==> src/rtl/uart_hex_pkg.sv <==
// ============================================================================
// uart_hex_pkg : shared FSM encoding, ASCII constants and nibble formatter
// Revision 1.0 | Macro UART_HEX_CRLF_EN selects "\r\n" (else space) separator
// ============================================================================
`default_nettype none

package uart_hex_pkg;

  typedef enum logic [1:0] {
    ST_IDLE  = 2'd0,
    ST_ISSUE = 2'd1,
    ST_HOLD  = 2'd2,
    ST_WAIT  = 2'd3
  } state_e;

  localparam logic [7:0] ASCII_0  = 8'h30;
  localparam logic [7:0] ASCII_UA = 8'h41;
  localparam logic [7:0] ASCII_LA = 8'h61;
  localparam logic [7:0] ASCII_CR = 8'h0D;
  localparam logic [7:0] ASCII_LF = 8'h0A;
  localparam logic [7:0] ASCII_SP = 8'h20;

`ifdef UART_HEX_CRLF_EN
  localparam int NCHAR = 4;
`else
  localparam int NCHAR = 3;
`endif

  function automatic logic [7:0] nibble_to_ascii(input logic [3:0] nibble, input logic upper);
    logic [7:0] n8;
    n8 = {4'h0, nibble};
    if (nibble < 4'd10)
      return ASCII_0 + n8;
    else if (upper)
      return ASCII_UA + n8 - 8'd10;
    else
      return ASCII_LA + n8 - 8'd10;
  endfunction

endpackage

`default_nettype wire

==> src/rtl/hex_byte_fifo.sv <==
// ============================================================================
// hex_byte_fifo : synchronous FIFO with push/pop/full/empty/count
// Revision 1.0
// ============================================================================
`default_nettype none

module hex_byte_fifo #(
  parameter int WIDTH = 8,
  parameter int DEPTH = 4
) (
  input  logic                     i_clk,
  input  logic                     i_reset,
  input  logic                     i_push,
  input  logic [WIDTH-1:0]         i_data,
  input  logic                     i_pop,
  output logic [WIDTH-1:0]         o_data,
  output logic                     o_full,
  output logic                     o_empty,
  output logic [$clog2(DEPTH):0]   o_count
);

  localparam int AW = $clog2(DEPTH);
  localparam logic [AW:0] FULL_CNT = (AW+1)'(DEPTH);

  logic [WIDTH-1:0] mem_q [DEPTH];
  logic [AW-1:0]    wr_ptr_q, wr_ptr_d;
  logic [AW-1:0]    rd_ptr_q, rd_ptr_d;
  logic [AW:0]      count_q, count_d;
  logic             do_push, do_pop;

  assign o_full  = (count_q == FULL_CNT);
  assign o_empty = (count_q == '0);
  assign o_count = count_q;
  assign o_data  = mem_q[rd_ptr_q];

  // A push into a full FIFO lands only when a pop frees the slot in the same cycle
  assign do_pop  = i_pop & ~o_empty;
  assign do_push = i_push & (~o_full | do_pop);

  always_comb begin
    wr_ptr_d = wr_ptr_q;
    rd_ptr_d = rd_ptr_q;
    count_d  = count_q;
    if (do_push) wr_ptr_d = wr_ptr_q + AW'(1);
    if (do_pop)  rd_ptr_d = rd_ptr_q + AW'(1);
    case ({do_push, do_pop})
      2'b10:   count_d = count_q + (AW+1)'(1);
      2'b01:   count_d = count_q - (AW+1)'(1);
      default: count_d = count_q;
    endcase
  end

  always_ff @(posedge i_clk) begin
    if (i_reset) begin
      wr_ptr_q <= '0;
      rd_ptr_q <= '0;
      count_q  <= '0;
    end else begin
      wr_ptr_q <= wr_ptr_d;
      rd_ptr_q <= rd_ptr_d;
      count_q  <= count_d;
    end
  end

  always_ff @(posedge i_clk) begin
    if (do_push) mem_q[wr_ptr_q] <= i_data;
  end

endmodule

`default_nettype wire

==> src/rtl/uart_hex_tx_formatter.sv <==
// ============================================================================
// uart_hex_tx_formatter : byte FIFO -> two ASCII hex chars + separator to UART_TX
// Revision 1.0 | Macro UART_HEX_CRLF_EN: separator "\r\n" when defined, else " "
// ============================================================================
`default_nettype none

module uart_hex_tx_formatter
  import uart_hex_pkg::*;
#(
  parameter int FIFO_DEPTH = 4,
  parameter bit UPPERCASE  = 1'b1
) (
  input  logic       i_clk,
  input  logic       i_reset,
  input  logic       i_valid,
  input  logic [7:0] i_data,
  output logic       o_ready,
  output logic       o_tx_dr,
  output logic [7:0] o_tx_data,
  input  logic       i_tx_busy,
  output logic       o_idle
);

  localparam int         CW        = $clog2(FIFO_DEPTH) + 1;
  localparam logic [1:0] LAST_CIDX = 2'(NCHAR - 1);

  state_e       state_q, state_d;
  logic [1:0]   cidx_q, cidx_d;
  logic [7:0]   cur_byte_q, cur_byte_d;
  logic [7:0]   tx_data_q, tx_data_d;
  logic         tx_dr;
  logic         fifo_push, fifo_pop, fifo_full, fifo_empty;
  logic [7:0]   fifo_data;
  logic [CW-1:0] fifo_count;

  function automatic logic [7:0] char_at(input logic [7:0] b, input logic [1:0] idx);
    case (idx)
      2'd0:    char_at = nibble_to_ascii(b[7:4], UPPERCASE);
      2'd1:    char_at = nibble_to_ascii(b[3:0], UPPERCASE);
`ifdef UART_HEX_CRLF_EN
      2'd2:    char_at = ASCII_CR;
      default: char_at = ASCII_LF;
`else
      default: char_at = ASCII_SP;
`endif
    endcase
  endfunction

  hex_byte_fifo #(
    .WIDTH (8),
    .DEPTH (FIFO_DEPTH)
  ) u_fifo (
    .i_clk   (i_clk),
    .i_reset (i_reset),
    .i_push  (fifo_push),
    .i_data  (i_data),
    .i_pop   (fifo_pop),
    .o_data  (fifo_data),
    .o_full  (fifo_full),
    .o_empty (fifo_empty),
    .o_count (fifo_count)
  );

  // Ready also in the IDLE pop cycle so a full FIFO can take a byte while one leaves
  assign o_ready   = ~fifo_full | fifo_pop;
  assign fifo_push = i_valid & o_ready;
  assign o_tx_dr   = tx_dr & ~i_reset;
  assign o_tx_data = tx_data_q;
  assign o_idle    = (fifo_count == '0) && (state_q == ST_IDLE);

  always_comb begin
    state_d    = state_q;
    cidx_d     = cidx_q;
    cur_byte_d = cur_byte_q;
    tx_data_d  = tx_data_q;
    fifo_pop   = 1'b0;
    tx_dr      = 1'b0;
    unique case (state_q)
      ST_IDLE: begin
        if (!fifo_empty) begin
          fifo_pop   = 1'b1;
          cur_byte_d = fifo_data;
          cidx_d     = 2'd0;
          tx_data_d  = char_at(fifo_data, 2'd0);
          state_d    = ST_ISSUE;
        end
      end
      ST_ISSUE: begin
        if (!i_tx_busy) begin
          tx_dr   = 1'b1;
          state_d = ST_HOLD;
        end
      end
      // Covers the cycle before UART_TX reflects the request on its busy flag
      ST_HOLD: state_d = ST_WAIT;
      ST_WAIT: begin
        if (!i_tx_busy) begin
          if (cidx_q == LAST_CIDX) begin
            state_d = ST_IDLE;
          end else begin
            cidx_d    = cidx_q + 2'd1;
            tx_data_d = char_at(cur_byte_q, cidx_q + 2'd1);
            state_d   = ST_ISSUE;
          end
        end
      end
      default: state_d = ST_IDLE;
    endcase
  end

  always_ff @(posedge i_clk) begin
    if (i_reset) begin
      state_q    <= ST_IDLE;
      cidx_q     <= 2'd0;
      cur_byte_q <= 8'h00;
      tx_data_q  <= 8'h00;
    end else begin
      state_q    <= state_d;
      cidx_q     <= cidx_d;
      cur_byte_q <= cur_byte_d;
      tx_data_q  <= tx_data_d;
    end
  end

endmodule

`default_nettype wire

==> config.mk <==
export PLATFORM = sky130hd
export DESIGN_NAME = uart_hex_tx_formatter
export DESIGN_NICKNAME = d
export VERILOG_FILES = /design/src/rtl/uart_hex_pkg.sv /design/src/rtl/hex_byte_fifo.sv /design/src/rtl/uart_hex_tx_formatter.sv
export SDC_FILE = /design/constraint.sdc
export NUM_CORES = 1
export LEC_CHECK = 0
export CORE_MARGIN = 2
export CORE_UTILIZATION = 45
export DETAILED_ROUTE_END_ITERATION = 8
export PLACE_DENSITY_LB_ADDON = 0.25
export SLEW_MARGIN = 20
export SYNTH_ARGS = -nofsm -noshare
export SYNTH_HDL_FRONTEND = slang
export SYNTH_SLANG_ARGS = --single-unit
==> constraint.sdc <==
create_clock -name i_clk -period 6.4 [get_ports i_clk]
set_input_delay 0.96 -clock i_clk [delete_from_list [all_inputs] [get_ports i_clk]]
set_output_delay 0.96 -clock i_clk [all_outputs]
set_load 0.005 [all_outputs]
==> results.sh, run 1 <==
export IMPL_max_freq_mhz=264
export IMPL_async_reset_ff_frac=0
export IMPL_required_ns=5.44
export IMPL_clkSinkCount=60
export IMPL_power_frac_comb=0.366
export IMPL_relSlewSlack=0.307
export IMPL_p_sw_uw=511
export IMPL_numCtsBuffers=9
export IMPL_seq_area_um2=1520
export IMPL_vias_per_cell=5.21
export IMPL_rrSetupSlack_ns=3.47
export IMPL_rows=29
export IMPL_grt_pass1_vias=1778
export IMPL_multi_input_area_um2=1190
export IMPL_hold_class="flip-flop to flip-flop"
export IMPL_antenna_cells=0
export IMPL_timing_rr_start="state_q[0]$_SDFFE_PP0P_"
export IMPL_p_int_uw=909
export IMPL_dp_slack_ns=2.61
export IMPL_dp_cells=337
export IMPL_synth_top_area_frac=0.336
export IMPL_finalSetupTns_ns=0
export IMPL_ys_seq_area_frac=0.532
export IMPL_min_period_ns=3.79
export IMPL_startpoint_type="primary input"
export IMPL_path_buf_inv=2
export IMPL_pwr_share_clk=0.250
export IMPL_finClkSkew_ns=0.0130
export IMPL_timing_rr_end="u_fifo.o_count[2]$_SDFFE_PP0P_"
export IMPL_rr_worst_depth=11
export IMPL_hp_start="o_tx_data[5]$_SDFFE_PP0P_"
export IMPL_dieWidth_um=83.7
export IMPL_route_detailed_drc=0
export IMPL_slew_viol_final=0
export IMPL_htreeDepth=3
export IMPL_wl_per_cell_um=14.3
export IMPL_fp_dieH_um=83.7
export IMPL_fill_cells=559
export IMPL_overflow=0
export IMPL_fin_crit_sh=0.593
export IMPL_holdPathEnd="o_tx_data[5]$_SDFFE_PP0P_"
export IMPL_maxCapViolCount=0
export IMPL_final_instance_count_excl_fill=353
export IMPL_die_area_um2=7010
export IMPL_postPlaceCellArea_um2=3100
export IMPL_clockBufferDepth=2
export IMPL_synth_nets=279
export IMPL_dp_hpwl_mm=3.45
export IMPL_globalplace_congestion=0.786
export IMPL_antenna_found_initial=0
export IMPL_grt_first_pass_wirelength_mm=8.42
export IMPL_initial_core_util=0.458
export IMPL_status="finished, final reports clean"
export IMPL_path_class="primary input to output pin"
export IMPL_synth_edff_count=32
export IMPL_tightest_slew_ns=1.04
export IMPL_root_buffer="clkbuf_8"
export IMPL_crit_path_end_kind="output pin"
export IMPL_io_buffers=21
export IMPL_core_area_um2=6240
export IMPL_cp_common_cell="clkdlybuf4s50_1"
export IMPL_ys_warnings_count=0
export IMPL_cpLargestDelayFamily="buffers and inverters"
export IMPL_syn_to_final_growth_pct=15.6
export IMPL_hold_depth=2
export IMPL_grt_max_degree=27
export IMPL_insertion_delay_ns=0.35
export IMPL_crit_chain="clkdlybuf4s50_1 > nor3b_1 > clkdlybuf4s50_1"
export IMPL_setup_viol=0
export IMPL_ys_types=51
export IMPL_power_density_nw_per_um2=430
export IMPL_drt_pass1_iterations=4
export IMPL_gr_usage_all_layers=0.155
export IMPL_synth_avg_cell_area_um2=11.4
export IMPL_dr_first_iter_drc_count=93
export IMPL_postRouteAntennaNets=0
export IMPL_synth_area_leaders="edfxtp_1 34%, dfxtp_1 20%, ha_1 6.6%"
export IMPL_final_cell_area_um2=3300
export IMPL_rsz0062_at_grt="no"
export IMPL_syn_area_um2=2860
export IMPL_design_portCount=23
export IMPL_peakVddDrop_mv=0.185
export IMPL_drive_gt1_frac=0.0942
export IMPL_ctsHoldBuffers=0
export IMPL_hold_viol_final=0
export IMPL_dr_total_vias=1838
export IMPL_cpPeakStageDelay_ns=0.94
export IMPL_cpMaxStageDelayCell="clkdlybuf4s50_1"
export IMPL_cp_arrival_ns=2.83
export IMPL_yosys_area_top_type="edfxtp_1"
export IMPL_cts_resized=0
export IMPL_post_cts_setup_buffer_count=0
export IMPL_totalWireLength_mm=5.04
export IMPL_final_nets=299
export IMPL_critPathMaxFanout=26
export IMPL_synthCells=251
export IMPL_p_seq_frac=0.384
export IMPL_swShare=0.360
export IMPL_cts_tree="built"
export IMPL_layout_setup_ws_ns=2.61
export IMPL_leakagePower_uw=0.00120
export IMPL_ys_flop_type="edfxtp_1"
export IMPL_clk_transition_reported_paths_ns=0.08
export IMPL_ys_seq_elements=60
cells in the mapped netlist, types with 5 or more instances:
cell      instances
a21oi_1          20
clkbuf_1          6
dfxtp_1          28
edfxtp_1         32
ha_1             15
inv_1            20
mux4_1            5
nand2_1          27
nor2_1           15
nor3_1            5
o21ai_0          10
xnor2_1           5
cell type report:
class	count	area share
inverters	20	0.0227
clock inverters	7	0.0246
multi-input cells	158	0.360
clock buffers	9	0.0375
repair buffers	22	0.0659
flip-flops and latches	60	0.460
well taps	77	0.0292
worst reg2reg max path, cell delays in order, from the launching register on:
cell	delay [ns]
dfxtp_1	0.37
inv_1	0.10
ha_1	0.26
or4b_1	0.59
and2_1	0.24
inv_1	0.08
ha_1	0.17
inv_1	0.06
fa_1	0.37
xor2_1	0.17
or3_1	0.30
a21oi_1	0.13
sequential cells by signal (all words and copies together) (netlist names), named ones only:
register	flops
o_tx_data	7
state_q	2
cur_byte_q	8
u_fifo.mem_q	32
u_fifo.wr_ptr_q	2
cidx_q	2
u_fifo.rd_ptr_q	2
u_fifo.o_count	3
through the flow:
| step | util | hold slack (ns) | total power, uW |
|---|---|---|---|
| 5_1_grt | 0.529 | 0.505 | 1520 |
| 2_1_floorplan | - | 0.454 | 943 |
| 6_report | 0.529 | 0.465 | 1420 |
| 3_5_place_dp | 0.497 | 0.455 | 1070 |
| 4_1_cts | 0.529 | 0.466 | 1430 |
| 3_3_place_gp | 0.497 | 0.449 | 1060 |
kinds of logic (layout without fill, tap and decap cells):
group                    Yosys count  count (layout)  share of synthesized area
other                              1               1                    0.00131
AND/OR/NAND/NOR                   68              68                      0.117
adder cells (fa/ha/maj)           16              16                     0.0726
flip-flops                        60              60                      0.532
XOR/XNOR                           8               8                     0.0245
multiplexers                       9               9                     0.0731
buffers and inverters             33              58                     0.0521
AO/OA/AOI/OAI                     56              56                      0.127
how the worst max path moves through the flow:
stage               depth (start not counted)                        endpoint  slack (ns)                    start
global placement                            3                         o_tx_dr        2.61                  i_reset
global route                                3                         o_tx_dr        2.52                  i_reset
floorplan                                  11  u_fifo.o_count[2]$_SDFFE_PP0P_        3.69  state_q[0]$_SDFFE_PP0P_
detailed placement                          3                         o_tx_dr        2.61                  i_reset
finish                                      3                         o_tx_dr        2.61                  i_reset
CTS                                         3                         o_tx_dr        2.60                  i_reset
per-layer routing:
| metal | global-route usage | vias up | share of wire |
|---|---|---|---|
| li1 | - | 943 | - |
| met5 | 0 | - | 0 |
| met2 | 0.253 | 28 | 0.47 |
| met3 | 0.0455 | 7 | 0.042 |
| met1 | 0.187 | 860 | 0.47 |
| met4 | 0.0748 | 0 | 0.014 |
power by group through the flow:
stage / combinational [uW] / clock, uW / sequential, uW
after floorplan: 417 / 0 / 526
after global placement: 508 / 0 / 554
after detailed placement: 519 / 0 / 556
after CTS: 520 / 362 / 547
after global routing: 582 / 381 / 559
final: 519 / 355 / 546
cell usage in the layout, fill, tap and decap left out, types with 5 or more instances in the layout:
cell / synthesis / layout
edfxtp_1: 32 / 32
xnor2_1: 5 / 5
nand2_1: 27 / 27
dfxtp_1: 28 / 28
nor2_1: 15 / 15
mux4_1: 5 / 5
clkdlybuf4s50_1: 0 / 21
ha_1: 15 / 15
a21oi_1: 20 / 20
inv_1: 20 / 20
o21ai_0: 10 / 10
clkbuf_8: 0 / 9
nor3_1: 5 / 5
No activity file was read; power rests on OpenSTA's default activity.
==> run 2, diff against run 1 <==
- clock period: 6.4 -> 3.2 ns (I/O delays scaled with it)
==> run 2 against run 1 <==
Core utilization is essentially flat. First-iteration DRC count shrank 9.7%. Sequential share of layout area hardly changed. Highest routed layer unchanged. Sequential power rose by 100%. Combinational power grew 98%. Largest power group unchanged. Clock power increased by 92%. Routed wire length down 0.26%. Critical path type is now flip-flop to flip-flop.
==> results.sh, run 2 (synthesized netlist as in run 1, its figures left out) <==
export IMPL_status="finished, final reports clean"
export IMPL_antenna_found_initial=0
export IMPL_max_freq_mhz=347
export IMPL_final_common_cell="edfxtp_1"
export IMPL_final_instance_count_excl_fill=354
export IMPL_final_cell_area_um2=3310
export IMPL_drive_gt1_frac=0.0939
export IMPL_hp_start="o_tx_data[5]$_SDFFE_PP0P_"
export IMPL_wl_per_cell_um=14.2
export IMPL_grt_first_pass_wirelength_mm=8.60
export IMPL_initial_core_util=0.458
export IMPL_finalSetupTns_ns=0
export IMPL_postPlaceCellArea_um2=3110
export IMPL_crit_path_end_kind="flip-flop"
export IMPL_vias_per_cell=5.23
export IMPL_fin_crit_sh=0.901
export IMPL_fill_cells=548
export IMPL_hold_class="flip-flop to flip-flop"
export IMPL_clk_transition_reported_paths_ns=0.07
export IMPL_startpoint="state_q[0]$_SDFFE_PP0P_"
export IMPL_dr_first_iter_drc_count=84
export IMPL_min_period_ns=2.88
export IMPL_startpoint_type="flip-flop"
export IMPL_regMostFlops="u_fifo.mem_q"
export IMPL_hold_viol_final=0
export IMPL_grt_max_degree=26
export IMPL_rsz0062_at_grt="no"
export IMPL_path_class="flip-flop to flip-flop"
export IMPL_htreeDepth=3
export IMPL_cp_arrival_ns=3.15
export IMPL_route_detailed_drc=0
export IMPL_final_cell_mix="32 x edfxtp_1, 28 x dfxtp_1, 27 x nand2_1"
export IMPL_leakagePower_uw=0.00120
export IMPL_final_nets=300
export IMPL_design_portCount=23
export IMPL_clkSinkCount=60
export IMPL_totalWireLength_mm=5.03
export IMPL_power_density_nw_per_um2=849
export IMPL_antenna_cells=0
export IMPL_peakVddDrop_mv=0.370
export IMPL_numCtsBuffers=9
export IMPL_gr_usage_all_layers=0.158
export IMPL_die_area_um2=7010
export IMPL_rows=29
export IMPL_cts_tree="built"
export IMPL_timing_rr_start="state_q[0]$_SDFFE_PP0P_"
export IMPL_io_buffers=21
export IMPL_core_area_um2=6240
export IMPL_globalplace_congestion=0.804
export IMPL_dp_cells=338
export IMPL_largest_reg_flops=32
export IMPL_cts_resized=0
export IMPL_maxCapViolCount=0
export IMPL_dr_total_vias=1852
export IMPL_dp_hpwl_mm=3.53
export IMPL_drt_pass1_iterations=4
export IMPL_required_ns=3.47
export IMPL_ctsHoldBuffers=0
export IMPL_overflow=0
export IMPL_clockBufferDepth=2
export IMPL_fp_dieH_um=83.7
export IMPL_postRouteAntennaNets=0
export IMPL_critPathMaxFanout=6
export IMPL_dieWidth_um=83.7
export IMPL_finClkSkew_ns=0.00649
export IMPL_slew_viol_final=0
export IMPL_post_cts_setup_buffer_count=0
export IMPL_insertion_delay_ns=0.33
export IMPL_syn_to_final_growth_pct=15.7
export IMPL_grt_pass1_vias=1850
export IMPL_setup_viol=0
export IMPL_root_buffer="clkbuf_8"
export IMPL_finish_utilization=0.530
## run 2: cell count changes in the layout (fill, tap and decap cells not counted), sizes merged
cell and delta:
buf +1, inv -2, clkinv +2
## run 2: cell type report
| class | instances | area, um^2 | share of cell area |
|---|---|---|---|
| well taps | 77 | 96.3 | 0.0291 |
| flip-flops and latches | 60 | 1520 | 0.460 |
| clock inverters | 7 | 76.3 | 0.0231 |
| inverters | 20 | 75.1 | 0.0227 |
| clock buffers | 9 | 124 | 0.0375 |
| multi-input cells | 158 | 1190 | 0.359 |
| repair buffers | 23 | 225 | 0.0681 |
## run 2: power by group
group,switching [uW],total (uW),internal (uW)
Combinational,545,1030,489
Clock,318,682,363
Sequential,133,1090,959
## run 2: worst paths after layout
| path | end | slack [ns] | depth (start not counted) |
|---|---|---|---|
| min reg2reg | o_tx_data[5]$_SDFFE_PP0P_ | 0.46 | 2 |
| min | o_tx_data[5]$_SDFFE_PP0P_ | 0.46 | 2 |
| max | u_fifo.o_count[2]$_SDFFE_PP0P_ | 0.32 | 11 |
| max reg2reg | u_fifo.o_count[2]$_SDFFE_PP0P_ | 0.32 | 11 |
## run 2: critical path: stages, from the launching register on
cell,delay [ns]
dfxtp_1,0.36
inv_1,0.10
ha_1,0.25
or4b_1,0.58
and2_1,0.24
inv_1,0.08
ha_1,0.17
inv_1,0.06
fa_1,0.37
xor2_1,0.17
or3_1,0.31
a21oi_1,0.14
## run 2: metal layers
layer | up-vias | wire length [um] | GRT usage
met2 | 27 | 2410 | 0.256
met4 | 0 | 41 | 0.0587
met5 | - | 0 | 0
li1 | 958 | - | -
met3 | 4 | 182 | 0.0485
met1 | 863 | 2390 | 0.199
## run 2: through the flow
step	hold slack [ns]	power, uW	setup slack [ns]
final	0.459	2810	0.316
after CTS	0.461	2840	0.300
after global placement	0.449	2130	0.424
after global routing	0.500	3020	0.108
after floorplan	0.454	1890	0.488
after detailed placement	0.449	2160	0.317
==> run 3, diff against run 2 <==
- CTS_CLUSTER_DIAMETER: default -> 50
- SLEW_MARGIN: 20 -> default
==> results of run 3 <==
The final DEF is identical to that of run 2; final timing and power are the same.
